--- src/rtl/regfile_wb_arbiter.sv ---
// Round-robin arbiter sharing the register file's single write port among NREQ
// write-back sources, with a registered write port that holds while the regfile stalls.
module regfile_wb_arbiter #(
    parameter int NREQ = 3,
    parameter int CNTW = 16
) (
    input  logic                 clk,
    input  logic                 reset,
    input  logic [NREQ-1:0]      req_valid,
    input  logic [5*NREQ-1:0]    req_rd,
    input  logic [32*NREQ-1:0]   req_data,
    output logic [NREQ-1:0]      req_ready,
    input  logic                 wr_stall,
    output logic                 wr_en,
    output logic [4:0]           wr_addr,
    output logic [31:0]          wr_data,
    output logic [CNTW-1:0]      grant_cnt
);
    localparam int PW = $clog2(NREQ);

    // HOLD is WRITE observed with wr_stall high, so only wr_en needs to be stored.
    typedef enum logic {IDLE = 1'b0, WRITE = 1'b1} state_t;

    state_t          state, state_nxt;
    logic [PW-1:0]   rr_ptr, gidx, cand, ptr_nxt;
    logic            found, xfer, commit;
    logic [4:0]      g_rd;
    logic [31:0]     g_data;
    logic [4:0]      rd_arr   [NREQ];
    logic [31:0]     data_arr [NREQ];
    int              idx;

    for (genvar i = 0; i < NREQ; i++) begin : g_unpack
        assign rd_arr[i]   = req_rd[5*i +: 5];
        assign data_arr[i] = req_data[32*i +: 32];
    end

    // First valid requester scanning circularly from rr_ptr.
    always_comb begin
        found = 1'b0;
        gidx  = '0;
        cand  = '0;
        idx   = 0;
        for (int k = 0; k < NREQ; k++) begin
            idx = int'(rr_ptr) + k;
            if (idx >= NREQ) idx = idx - NREQ;
            cand = idx[PW-1:0];
            if (!found && req_valid[cand]) begin
                found = 1'b1;
                gidx  = cand;
            end
        end
    end

    assign g_rd    = rd_arr[gidx];
    assign g_data  = data_arr[gidx];
    assign xfer    = found && !wr_stall && !reset;
    assign commit  = xfer && (g_rd != 5'd0);
    assign ptr_nxt = (gidx == PW'(NREQ-1)) ? '0 : gidx + PW'(1);
    assign wr_en   = (state == WRITE);

    always_ff @(posedge clk) begin
        if (reset) state <= IDLE;
        else       state <= state_nxt;
    end

    always_comb begin
        state_nxt = state;
        if (!wr_stall) state_nxt = commit ? WRITE : IDLE;
    end

    always_comb begin
        req_ready = '0;
        if (xfer) req_ready[gidx] = 1'b1;
    end

    always_ff @(posedge clk) begin
        if (reset) begin
            rr_ptr    <= '0;
            wr_addr   <= '0;
            wr_data   <= '0;
            grant_cnt <= '0;
        end else begin
            if (xfer) rr_ptr <= ptr_nxt;
            if (commit) begin
                wr_addr   <= g_rd;
                wr_data   <= g_data;
                grant_cnt <= grant_cnt + CNTW'(1);
            end
        end
    end
endmodule
--- config.mk ---
export PLATFORM = sky130hd
export DESIGN_NAME = regfile_wb_arbiter
export DESIGN_NICKNAME = d
export VERILOG_FILES = /design/src/rtl/regfile_wb_arbiter.sv
export SDC_FILE = /design/constraint.sdc
export NUM_CORES = 1
export LEC_CHECK = 0
export ABC_AREA = 1
export CAP_MARGIN = 20
export CORE_ASPECT_RATIO = 0.8
export CORE_MARGIN = 1
export CORE_UTILIZATION = 30
export DETAILED_ROUTE_END_ITERATION = 7
export GPL_TIMING_DRIVEN = 0
export PLACE_DENSITY_LB_ADDON = 0.3
export REMOVE_ABC_BUFFERS = 1
export SETUP_SLACK_MARGIN = 0.3
export SYNTH_ARGS = -nofsm -noshare
export SYNTH_HDL_FRONTEND = slang
export SYNTH_SLANG_ARGS = --single-unit
--- constraint.sdc ---
create_clock -name clk -period 2.9 [get_ports clk]
set_input_delay 0.58 -clock clk [delete_from_list [all_inputs] [get_ports clk]]
set_output_delay 0.58 -clock clk [all_outputs]
set_load 0.03 [all_outputs]
==> metrics.md <==
| Metric | Value |
|---|---|
| CTS tree | `done` |
| WL/cell | `16.6 um` |
| Yosys warning count | `0` |
| Longest Clk Path Bufs | `2` |
| VDD IR max | `0.341 mV` |
| First-pass GRT wire length | `23100 um` |
| Synth cell count leaders | `185 x nand2_1, 76 x nand3_1, 73 x nor2_1` |
| Die Area | `12600 sq um` |
| Fin nets | `907` |
| Failing checks | `design-rule violations` |
| Netlist cell types | `31` |
| Skew final | `0.00405 ns` |
| Gr ovfl total | `0` |
| Critical Path RT | `3.11 ns` |
| H-tree levels | `2` |
| Largest fanout on the critical path | `7` |
| Synth Cell Area | `3640 sq um` |
| Biggest area consumer among synthesized cells | `dfxtp_1` |
| Final Hold Fails | `0` |
| DR vias/cell | `5.08` |
| Ports | `174` |
| Vias in the first global route | `4600` |
| Largest cells by area after synthesis | `dfxtp_1 31%, nand2_1 19%, nand3_1 10%` |
| Lkg Pwr | `2.86 nW` |
| Pwr Density | `792 nW/um^2` |
| Endpoints failing setup | `0` |
| Post-DP Area | `5390 sq um` |
| Pre-CTS WS | `-2.35 ns` |
| Initial Util | `0.312` |
| MaxCap Viol Count | `0` |
| RSZ-0062 raised after global routing | `true` |
| EDFF count, synth | `0` |
| Antenna violations before repair | `0` |
| Drt total wl | `15500 um` |
| Most frequent cell after synthesis | `nand2_1` |
| Measured slew at the worst slew-check pin | `0.632 ns` |
| Tcrit/Tclk final | `0.942` |
| GP Congestion | `0.839` |
| Mapped Cells | `572` |
| Chip height | `101 um` |
| Ys flop type | `dfxtp_1` |
| P&R area growth vs syn | `91.0%` |
| CP arrival | `2.95 ns` |
| Clock sink count | `56` |
| Post-synthesis sequential area ratio | `0.308` |
| Final Max Slew Viols | `0` |
| Number of cell rows | `35` |
| Yosys reg bits | `56` |
| Die X | `125 um` |
| HPWL after DPL | `7930 um` |
| ANT nets after route | `0` |
| Minimum clock period | `2.73 ns` |
| Post-Layout Inst Area | `6960 sq um` |
| CP Class | `flop to flop` |
| Diode count | `0` |
| Syn avg cell area | `6.37 sq um` |
| Outcome | `finished, violations left` |
| Worst setup EP type | `flop` |
| DRT Pass-1 Iters | `6` |
| Number of CTS-inserted buffers | `5` |
| Detailed router's first-iteration violation count | `216` |
| # port buffers | `173` |
| Pin count of the biggest net entering global routing | `76` |
| Register area | `1130 sq um` |
| Worst Setup Start Kind | `flop` |
| Clock Tree Root | `clkbuf_16` |
| Share of flip-flops with an asynchronous set or reset | `0` |
| Post-synth top area share | `0.308` |
| Hold bufs inserted after CTS | `0` |
| Final WS setup | `0.170 ns` |
| Core ar. | `11700 sq um` |
| Via count | `4739` |
| # DRC | `10` |
| Hold crit path type | `flop to flop` |
| Number of fill cells | `1011` |
| GRT Util Overall | `0.235` |
| Max Clk Rate | `366 MHz` |
| Clock latency on the worst-skew pair | `0.30 ns` |
| Slew HR | `0.579` |
| Multi-input logic area | `2960 sq um` |
| Clock Pin Slew Worst Setup and Hold Paths | `0.07 ns` |
| Ratio of cells with drive above 1 in the final layout | `0.287` |
## worst paths after layout
kind / endpoint / start / slack, ns / cells past startpoint
max reg2reg: wr_addr[0]$_SDFFE_PP0P_ / rr_ptr[0]$_SDFFE_PP0P_ / 0.17 / 20
max: wr_addr[0]$_SDFFE_PP0P_ / rr_ptr[0]$_SDFFE_PP0P_ / 0.17 / 20
min reg2reg: wr_data[26]$_SDFFE_PP0P_ / wr_data[26]$_SDFFE_PP0P_ / 0.48 / 2
min: wr_data[26]$_SDFFE_PP0P_ / wr_data[26]$_SDFFE_PP0P_ / 0.48 / 2
## cell families (layout without fill, tap and decap cells)
family,Yosys count,after routing,share of synthesized area
compound gates,98,98,0.176
fa+ha+maj,5,5,0.0172
buf+inv,57,260,0.0790
flops,56,56,0.308
mux,1,1,0.00275
simple gates,355,365,0.418
## routing by layer
| layer | vias up | part of all wire | global-route usage |
|---|---|---|---|
| met1 | 2210 | 0.42 | 0.281 |
| met5 | - | 0 | 0 |
| met4 | 0 | 0.023 | 0.0947 |
| met2 | 165 | 0.49 | 0.414 |
| met3 | 32 | 0.065 | 0.0488 |
| li1 | 2332 | - | - |
## power by group
group	internal (mW)	switching (mW)	leakage (nW)
Combinational	1.68	2.21	2.32
Sequential	0.885	0.0886	0.460
Clock	0.364	0.282	0.0760
Total	2.93	2.58	2.86
## cells in the final DEF (no fill, tap or decap), types with 8 or more instances in the layout
cell type	Yosys	final
nand3_1	76	37
nand2_4	1	9
nand2_2	2	13
a21oi_2	40	42
nand2_1	185	165
clkbuf_16	0	8
nor2_1	73	66
nor2_4	1	9
inv_1	17	11
dfxtp_1	56	54
a21oi_1	53	49
nand3_2	4	34
buf_4	1	34
buf_6	3	15
clkdlybuf4s50_1	0	167
nand3_4	1	18
## registers in the layout, indices dropped and copies added, names as in the netlist
| name | count |
|---|---|
| grant_cnt | 16 |
| rr_ptr | 2 |
| wr_addr | 5 |
| wr_data | 32 |
| wr_en | 1 |
## metrics by stage
stage	setup TNS (ns)	total power [mW]	hold slack (ns)	cells	utilization
global placement	-171.04	3.15	0.460	857	0.458
finish	0	5.51	0.475	933	0.595
CTS	0	5.11	0.486	924	0.557
floorplan	-75.75	2.43	0.472	536	-
detailed placement	-115.48	3.21	0.468	858	0.461
global route	0	5.83	0.508	933	0.595
## critical path: stages, from the launching register on
cell,delay [ns]
dfxtp_4,0.36
buf_6,0.12
ha_4,0.17
buf_4,0.16
nand2_1,0.07
nand3_1,0.08
nand2_1,0.13
nand2_2,0.11
nand2_1,0.10
nor2_2,0.06
nor2_4,0.24
nand2_2,0.10
nand2_2,0.11
mux2i_4,0.10
nand3_4,0.11
buf_6,0.12
buf_16,0.14
nand2_8,0.08
nand2_2,0.08
nand2_1,0.04
nor2_1,0.16
## timing repair
| action | in CTS | in global routing |
|---|---|---|
| setup buffers | 45 | 6 |
| cloned | 14 | 3 |
| endpoints found under the setup margin | 59 | 59 |
| gates resized for setup | 118 | 75 |
| pin swaps | 30 | 53 |
## layout make-up
type,count,share of cell area
multi-input cells,469,0.425
repair buffers,232,0.349
flip-flops and latches,56,0.162
well taps,148,0.0266
clock buffers,7,0.0219
inverters,21,0.0151
No activity file was read; power rests on OpenSTA's default activity.
